===== src/rtl/timer_nch_pkg.sv =====
// Shared register map, control/status field layouts and address decode for timer_nch.
package timer_nch_pkg;

  localparam logic [4:0] OFF_TDR  = 5'h00;
  localparam logic [4:0] OFF_TCR  = 5'h04;
  localparam logic [4:0] OFF_TSR  = 5'h08;
  localparam logic [4:0] OFF_TIE  = 5'h0C;
  localparam logic [4:0] OFF_TCNT = 5'h10;

  localparam int TCR_EN   = 0;
  localparam int TCR_LOAD = 1;
  localparam int TCR_DIR  = 2;
  localparam int TCR_ARL  = 3;
  localparam int TCR_CKS  = 4;
  localparam int TSR_OVF  = 0;
  localparam int TSR_UDF  = 1;

  // Storage for CKS is sized for the largest supported PRESC_W; channels use the low bits.
  localparam int CKS_MAX_W = 5;

  typedef struct packed {
    logic [CKS_MAX_W-1:0] cks;
    logic                 arl;
    logic                 dir;
    logic                 load;
    logic                 en;
  } tcr_t;

  typedef struct packed {
    logic udf;
    logic ovf;
  } tsr_t;

  typedef enum logic [2:0] {
    REG_TDR, REG_TCR, REG_TSR, REG_TIE, REG_TCNT, REG_NONE
  } reg_sel_e;

  function automatic reg_sel_e decode_off(input logic [4:0] off);
    case (off)
      OFF_TDR:  decode_off = REG_TDR;
      OFF_TCR:  decode_off = REG_TCR;
      OFF_TSR:  decode_off = REG_TSR;
      OFF_TIE:  decode_off = REG_TIE;
      OFF_TCNT: decode_off = REG_TCNT;
      default:  decode_off = REG_NONE;
    endcase
  endfunction

endpackage


===== src/rtl/timer_nch_channel.sv =====
// One timer channel: prescaler, up/down counter, TDR/TCR/TSR/TIE registers and interrupt.
module timer_nch_channel
  import timer_nch_pkg::*;
#(
  parameter int CNT_W   = 16,
  parameter int PRESC_W = 3
) (
  input  logic        clk,
  input  logic        rst,
  input  logic        wr,
  input  reg_sel_e    sel,
  input  logic [31:0] wdata,
  output logic [31:0] rdata,
  output logic        irq
);
  localparam int DIV_W = (1 << PRESC_W) - 1;

  logic [CNT_W-1:0]   tdr, tcnt, cnt_next;
  tcr_t               tcr;
  tsr_t               tsr, tie, tsr_set, tsr_clr;
  logic [DIV_W-1:0]   div;
  logic [DIV_W:0]     div_top;
  logic [PRESC_W-1:0] cks, new_cks;
  logic               wr_tdr, wr_tcr, wr_tsr, wr_tie, load, cks_chg, tick;
  logic               unused_bits;

  assign wr_tdr  = wr && (sel == REG_TDR);
  assign wr_tcr  = wr && (sel == REG_TCR);
  assign wr_tsr  = wr && (sel == REG_TSR);
  assign wr_tie  = wr && (sel == REG_TIE);
  assign load    = wr_tcr && wdata[TCR_LOAD];
  assign cks     = tcr.cks[PRESC_W-1:0];
  assign new_cks = wdata[TCR_CKS +: PRESC_W];
  // Only a change of ratio restarts the divider, so DIR/ARL rewrites do not disturb the tick phase.
  assign cks_chg = wr_tcr && (new_cks != cks);
  assign div_top = ({{DIV_W{1'b0}}, 1'b1} << cks) - {{DIV_W{1'b0}}, 1'b1};
  assign tick    = tcr.en && ({1'b0, div} == div_top);
  assign tsr_clr = wr_tsr ? tsr_t'(wdata[TSR_UDF:TSR_OVF]) : tsr_t'(2'b00);
  assign irq     = |(tsr & tie);
  assign unused_bits = ^{wdata, tcr.load, tcr.cks};

  // Next counter value and wrap flags; LOAD takes precedence over a tick.
  always_comb begin
    cnt_next = tcnt;
    tsr_set  = tsr_t'(2'b00);
    if (load) begin
      cnt_next = tdr;
    end else if (tick && !tcr.dir) begin
      if (tcnt == {CNT_W{1'b1}}) begin
        tsr_set.ovf = 1'b1;
        cnt_next    = tcr.arl ? tdr : {CNT_W{1'b0}};
      end else begin
        cnt_next = tcnt + CNT_W'(1);
      end
    end else if (tick && tcr.dir) begin
      if (tcnt == {CNT_W{1'b0}}) begin
        tsr_set.udf = 1'b1;
        cnt_next    = tcr.arl ? tdr : {CNT_W{1'b1}};
      end else begin
        cnt_next = tcnt - CNT_W'(1);
      end
    end else begin
      cnt_next = tcnt;
    end
  end

  // Channel state registers; a flag set beats a same-cycle W1C of that bit.
  always_ff @(posedge clk) begin
    if (rst) begin
      tdr  <= {CNT_W{1'b0}};
      tcnt <= {CNT_W{1'b0}};
      tcr  <= tcr_t'({$bits(tcr_t){1'b0}});
      tsr  <= tsr_t'(2'b00);
      tie  <= tsr_t'(2'b00);
      div  <= {DIV_W{1'b0}};
    end else begin
      tcnt <= cnt_next;
      tsr  <= tsr_t'((tsr & ~tsr_clr) | tsr_set);
      if (!tcr.en || load || cks_chg || tick) begin
        div <= {DIV_W{1'b0}};
      end else begin
        div <= div + DIV_W'(1);
      end
      if (wr_tdr) begin
        tdr <= wdata[CNT_W-1:0];
      end
      if (wr_tcr) begin
        tcr.en   <= wdata[TCR_EN];
        tcr.load <= 1'b0;
        tcr.dir  <= wdata[TCR_DIR];
        tcr.arl  <= wdata[TCR_ARL];
        tcr.cks  <= CKS_MAX_W'(new_cks);
      end
      if (wr_tie) begin
        tie <= tsr_t'(wdata[TSR_UDF:TSR_OVF]);
      end
    end
  end

  // Register read-back; LOAD and reserved TCR bits read as zero.
  always_comb begin
    case (sel)
      REG_TDR:  rdata = 32'(tdr);
      REG_TCR:  rdata = 32'({cks, tcr.arl, tcr.dir, 1'b0, tcr.en});
      REG_TSR:  rdata = 32'(tsr);
      REG_TIE:  rdata = 32'(tie);
      REG_TCNT: rdata = 32'(tcnt);
      default:  rdata = 32'h0;
    endcase
  end

endmodule


===== src/rtl/timer_nch.sv =====
// N-channel timer with a zero-wait APB slave: address decode, read mux and error response.
module timer_nch
  import timer_nch_pkg::*;
#(
  parameter int NUM_CH  = 2,
  parameter int CNT_W   = 16,
  parameter int PRESC_W = 3,
  parameter int ADDR_W  = 8
) (
  input  logic              pclk,
  input  logic              preset,
  input  logic              psel,
  input  logic              penable,
  input  logic              pwrite,
  input  logic [ADDR_W-1:0] paddr,
  input  logic [31:0]       pwdata,
  output logic [31:0]       prdata,
  output logic              pready,
  output logic              pslverr,
  output logic [NUM_CH-1:0] irq,
  output logic              irq_any
);
  localparam int CH_IDX_W = ADDR_W - 5;

  logic                access, hit;
  logic [CH_IDX_W-1:0] ch_idx;
  reg_sel_e            sel;
  logic [31:0]         ch_rdata [NUM_CH];

  assign access  = psel && penable;
  assign ch_idx  = paddr[ADDR_W-1:5];
  assign sel     = decode_off(paddr[4:0]);
  assign hit     = (sel != REG_NONE) && (int'(ch_idx) < NUM_CH);
  assign pready  = 1'b1;
  assign pslverr = access && !hit;
  assign irq_any = |irq;

  for (genvar c = 0; c < NUM_CH; c++) begin : g_ch
    timer_nch_channel #(
      .CNT_W   (CNT_W),
      .PRESC_W (PRESC_W)
    ) u_ch (
      .clk   (pclk),
      .rst   (preset),
      .wr    (access && pwrite && hit && (ch_idx == CH_IDX_W'(c))),
      .sel   (sel),
      .wdata (pwdata),
      .rdata (ch_rdata[c]),
      .irq   (irq[c])
    );
  end

  // Read data is driven only during a mapped access phase.
  always_comb begin
    prdata = 32'h0;
    if (access && hit) begin
      for (int c = 0; c < NUM_CH; c++) begin
        prdata = prdata | ((ch_idx == CH_IDX_W'(c)) ? ch_rdata[c] : 32'h0);
      end
    end else begin
      prdata = 32'h0;
    end
  end

endmodule


===== config.mk =====
export PLATFORM = sky130hd
export DESIGN_NAME = timer_nch
export DESIGN_NICKNAME = d
export VERILOG_FILES = /design/src/rtl/timer_nch_pkg.sv /design/src/rtl/timer_nch_channel.sv /design/src/rtl/timer_nch.sv
export SDC_FILE = /design/constraint.sdc
export NUM_CORES = 1
export LEC_CHECK = 0
export CAP_MARGIN = 10
export CORE_MARGIN = 2
export CORE_UTILIZATION = 50
export CTS_BUF_LIST = sky130_fd_sc_hd__clkbuf_4 sky130_fd_sc_hd__clkbuf_8 sky130_fd_sc_hd__clkbuf_16
export CTS_CLUSTER_DIAMETER = 60
export DETAILED_ROUTE_END_ITERATION = 6
export GPL_TIMING_DRIVEN = 0
export PLACE_DENSITY = 0.77
export SYNTH_ARGS = -nofsm -noshare
export SYNTH_HDL_FRONTEND = slang
export SYNTH_SLANG_ARGS = --single-unit

===== constraint.sdc =====
create_clock -name pclk -period 4.67 [get_ports pclk]
set_clock_uncertainty 0.15 [all_clocks]
set_input_delay 0.934 -clock pclk [delete_from_list [all_inputs] [get_ports pclk]]
set_output_delay 0.934 -clock pclk [all_outputs]
set_load 0.005 [all_outputs]

Word-level counts from Yosys, hierarchy flattened
Index checks and enable logic that the tools add are counted.
{"block": "word_totals", "inputBits": 45, "out_inout_bits": 37, "ff_bits": 98, "wordCells": 141}
{"block": "classes", "magnitude_cmp": 1, "bitwise": 9, "n_addsub": 8, "n_reduce_logical": 49, "n_eq_ne": 16, "mux": 34, "n_shift": 2}
{"cell": "16-bit two-way mux", "n": 14}
{"cell": "16-bit one-hot mux with 5 select lines", "n": 2}
{"cell": "32-bit two-way mux", "n": 3}
{"cell": "16-bit by 1-bit adder with 16-bit output (second input constant)", "n": 2}
{"cell": "16-bit == test (second input constant)", "n": 2}
{"cell": "16-bit zero test", "n": 2}
{"cell": "32-bit bitwise OR", "n": 1}
{"cell": "16-bit by 1-bit subtractor with 16-bit output (second input constant)", "n": 2}
{"cell": "1-bit logical AND", "n": 26}
{"cell": "7-bit by 8-bit == test with 1-bit output", "n": 2}
{"cell": "1-bit by 3-bit left shift with 8-bit output (first input constant)", "n": 2}
{"cell": "8-bit by 1-bit subtractor with 8-bit output (second input constant)", "n": 2}
{"cell": "3-bit one-hot mux with 5 select lines", "n": 1}
{"cell": "7-bit by 1-bit adder with 7-bit output (second input constant)", "n": 2}
{"cell": "5-bit by 4-bit == test with 1-bit output (second input constant)", "n": 2}
{"cell": "1-bit two-way mux", "n": 10}
{"cell": "2-bit bitwise AND", "n": 4}
{"cell": "2-bit two-way mux", "n": 4}
{"cell": "2-bit OR reduction", "n": 4}
{"cell": "3-bit by 1-bit == test with 1-bit output (second input constant)", "n": 2}
{"cell": "3-bit by 2-bit == test with 1-bit output (second input constant)", "n": 2}
{"cell": "3-bit zero test", "n": 2}
{"cell": "1-bit logical OR", "n": 6}
{"cell": "3-bit != test", "n": 2}
{"cell": "other kinds (11)", "n": 18}

Depth between registers and ports, before layout
{"block": "logic_depth", "ltp_word": 12, "ltp_mapped": 14}

By module
A second synthesis with hierarchy kept.
{"block": "hier_totals", "cells_unflattened": 1174, "area_unflattened_um2": 8908.5}
{"module": "timer_nch_channel at g_ch[0].u_ch", "seq_area_each_um2": 980.9, "area_per_inst_um2": 4167.7, "n_inst": 1, "cells_per_inst": 545}
{"module": "timer_nch_channel at g_ch[1].u_ch", "seq_area_each_um2": 980.9, "area_per_inst_um2": 4005.1, "n_inst": 1, "cells_per_inst": 535}
{"module": "timer_nch", "seq_area_each_um2": 0.0, "area_per_inst_um2": 735.7, "n_inst": 1, "cells_per_inst": 94}

Least setup slack after synthesis
Ideal clock, no wire load.
{"block": "synth_timing", "path_type": "input to output", "start": "input port paddr[4]", "end": "output port prdata[3]", "required_time_ns": 3.586, "t_arrival_ns": 2.616, "n_path_buf": 3, "path_stages": 7, "path_slack_ns": 0.970, "path_cell_list": "clkbuf_1 -> nor3_1 -> and2_1 -> clkbuf_1 -> clkbuf_1 -> a221oi_1 -> a211oi_1"}
{"block": "synth_between", "elab_chain_len": 7, "elab_cells_between_ends": 20, "classes_between": "9 x eq/ne; 6 x mux; 1 x bitwise; 4 x reduce/logical"}
{"item": "start, declared", "line_no": "timer_nch.sv:15", "source": "input logic [ADDR_W-1:0] paddr,"}
{"item": "5-bit == test, or another cell as far along", "line_no": "timer_nch_pkg.sv:39", "source": "case (off)"}
{"item": "3-bit one-hot mux with 5 select lines *", "line_no": "timer_nch_pkg.sv:39"}
{"item": "3-bit == test, or another cell as far along", "line_no": "timer_nch_channel.sv:102", "source": "case (sel)"}
{"item": "16-bit one-hot mux with 5 select lines", "line_no": "timer_nch_channel.sv:102"}
{"item": "32-bit two-way mux", "line_no": "timer_nch.sv:58", "source": "prdata = prdata | ((ch_idx == CH_IDX_W'(c)) ? ch_rdata[c] : 32'h0);"}
{"item": "32-bit bitwise OR", "line_no": "timer_nch.sv:58"}
{"item": "32-bit two-way mux *", "line_no": "timer_nch.sv:56", "source": "if (access && hit) begin"}
{"item": "end, declared", "line_no": "timer_nch.sv:17", "source": "output logic [31:0] prdata,"}
Mark *: on every way between the ends. The rest lies on a longest branch, timed or not.

Worst setup path in the final report
{"block": "layout_timing", "start": "input port paddr[1]", "end": "output port prdata[6]"}
The elaborated chain is that of the path after synthesis.

==> impl_results.md <==
* Max stage delay on crit path at 580 ps
* Initial antenna violation count at 1
* WS Path Type: in2out
* Post-Place Worst Slack at -629 ps
* Share of cells above drive strength 1 at 7.05%
* Fillers at 1475
* Core Region at 15100 um2
* Io pins at 82
* Worst setup SP type: primary input
* Final setup fails at 0
* Relative max-transition margin at 41.8%
* Clock Latency Late Sink at 360 ps
* H-Tree Depth at 3
* Comb pwr share at 6.2%
* Register area at 1960 um2
* Vias in the first global route at 7845
* Tcrit/Tclk final at 98.1%
* DRC at 0
* Leakage dissipation at 2.96 nW
* First-pass GRT wire length at 41800 um
* TritonRoute pass-1 iters at 6
* Grt ovf at 0
* Die ar. at 16300 um2
* Worst Tran Pin Value at 865 ps
* Clock slew at reported path FFs at 80 ps
* Area share of the largest cell type after synthesis at 25.6%
* Setup slack, reg-to-reg at 780 ps
* Die height at 128 um
* Largest net degree at the start of global routing at 17
* Routed vias at 8490
* DRT Wirelength at 26200 um
* Number of synthesized register bits at 98
* Post-CTS Setup Inserts at 0
* FP Rows at 45
* EDFF count, synth at 0
* Pins Over Slew Limit at 0
* F_max at 218 MHz
* Clock Tree Root: clkbuf_16
* Global Route Usage Sum at 32.2%
* Chip Width at 128 um
* Area of the multi-input gates at 5150 um2
* Top cell type by total area after synthesis: dfxtp_1
* # clock sinks at 98
* Hold wc startpoint: g_ch[0].u_ch.tdr[5]
* Most frequent CP cell: clkdlybuf4s50_1
* Int Power at 0.00132 W
* Crit path DAT at 3500 ps
* HP Class: reg2reg
* CP startpoint: paddr[1]
* Maximum fanout along the worst path at 10
* Top_reg_cell synth: dfxtp_1
* Outcome: finished, final reports clean
* Distinct cell type count after synthesis at 68
* Unrepaired setup endpoints after global routing: yes
* Final core occ at 57.8%
* CP cell instances: clkdlybuf4s50_1 -> nor4_4 -> clkbuf_1 -> a221oi_1 -> a211oi_1 -> clkdlybuf4s50_1
* Total Neg Setup Slack at 0 ps
* Minimum clock period at 4580 ps
* Fraction of the yosys area taken by sequential cells at 25.6%
* Commonest non-fill, non-tap cell in the layout: nand2_1
* Clock Tree Buf Depth at 2
* ANT nets after route at 0
* CTS tree: built
* Top cells by area, synth: dfxtp_1, nand2_1, a21oi_1
* Max-Cap Viols at 0
* CTS Hold Bufs at 0
* RD Place Congestion at 1.04
* Placed cells at 1307
* Mapped Cells at 1062
* Iteration-0 DRC Markers at 1192
* NetSw at 0.000417 W
* PwrDens at 199 nW/um2
* Fin nets at 1184
* Number of port buffers at 42
* Sequential Power Share at 48.2%
* Average size of a mapped cell at 7.21 um2
* Fraction of registers with async set/reset at 0%
* Fin cells at 1323
* Clock share of power at 45.6%
* Critical path required time at 3590 ps
* Final HPWL DP at 19000 um
* Post-CTS Resized at 11
* Drt wl/cell at 19.8 um
* CTS buffer count at 9
* Final Hold Vio Count at 0
* Netlist Area Pre-Place at 7660 um2
* Most frequent cells in the layout: nand2_1, dfxtp_1, a21oi_1
* Worst Setup Slack, final at 88.8 ps
* Initial Util at 50.7%
* Slowest CP cell: nor4_4
* Crit end category: output port
* RR Startpoint: g_ch[0].u_ch.cks[1]
* Worst vdd ir at 0.166 mV
* Area delta synth->final at 14.0%
* Post-DR vias/cell at 6.42
* Switching Share at 24.1%
* Synth Warn # at 0
-- flip-flops by register name (all words and copies together), names as in the netlist --
signal          count
g_ch.u_ch.tie       4
g_ch.u_ch.tcnt     32
g_ch.u_ch.div      14
g_ch.u_ch.tdr      32
g_ch.u_ch.tcr       6
g_ch.u_ch.tsr       4
g_ch.u_ch.cks       6
-- routing by layer --
layer	wire, um	track usage (%)	part of all wire (%)	up-vias
li1	-	-	-	3958
met1	10600	42.5	40	3889
met2	11900	51.2	45	547
met3	2610	5.22	10	96
met4	1140	15.8	4.3	0
met5	0	0	0	-
-- synthesized netlist by cell type (all sizes together), types with 6 or more instances --
library cell / count
o31a: 7
a2111oi: 7
nand4: 17
dfxtp: 98
buf: 28
mux2i: 16
nand3b: 10
nand3: 46
or3: 11
nor2b: 9
a211oi: 25
and3: 33
inv: 23
xor2: 29
o22ai: 12
nor3: 22
mux4: 9
nand2: 160
nor4: 16
and2: 14
a211o: 7
o21ai: 41
nor2: 62
a21oi: 97
and4: 8
clkbuf: 96
ha: 10
xnor2: 29
a31oi: 21
a221oi: 13
nand2b: 8
mux2: 6
-- worst paths after layout --
check	end	cells past startpoint
max reg2reg	g_ch[0].u_ch.tcnt[12]	13
min reg2reg	g_ch[0].u_ch.tdr[5]	2
min	g_ch[0].u_ch.tdr[5]	2
max	prdata[6]	6
-- power by group through the flow --
stage / clock [W] / combinational, W / sequential [W]
finish: 0.000791 / 0.000108 / 0.000835
global route: 0.000828 / 0.000114 / 0.000835
CTS: 0.000794 / 0.000104 / 0.000835
detailed placement: 0 / 0.000102 / 0.000855
global placement: 0 / 0.000101 / 0.000855
floorplan: 0 / 0.0000543 / 0.000854
-- worst max-delay path, delay by kind of cell --
family,cells,cell delay (ps)
AND/OR/NAND/NOR,1,580
buffers and inverters,3,1490
AO/OA/AOI/OAI,2,490
-- metrics by stage --
stage | hold WS [ps] | power, W | instance area, um2
2_1_floorplan | 295 | 0.000909 | 7710
3_3_place_gp | 320 | 0.000956 | 8370
3_5_place_dp | 337 | 0.000956 | 8370
4_1_cts | 349 | 0.00173 | 8720
5_1_grt | 373 | 0.00178 | 8720
6_report | 345 | 0.00173 | 8730
-- final cells by class --
type / instances / share of cell area [%]
Inverter: 23 / 0.989
Buffer: 123 / 6.41
Multi-Input combinational cell: 832 / 59.1
Tap cell: 188 / 2.70
Clock inverter: 5 / 0.703
Timing Repair Buffer: 42 / 4.82
Clock buffer: 11 / 2.82
Sequential cell: 98 / 22.5
Antenna cell: 1 / 0.0287
-- cells by family (layout without fill, tap and decap cells) --
family	Yosys count	after routing	synth area share, %
flops	98	98	25.6
fa+ha+maj	10	10	1.63
simple gates	438	438	28.5
xor+xnor	58	58	6.63
mux	31	31	5.62
buf+inv	147	204	8.38
compound gates	278	278	23.5
other cells	2	18	0.0981
Power figures use the tool's default switching activity.
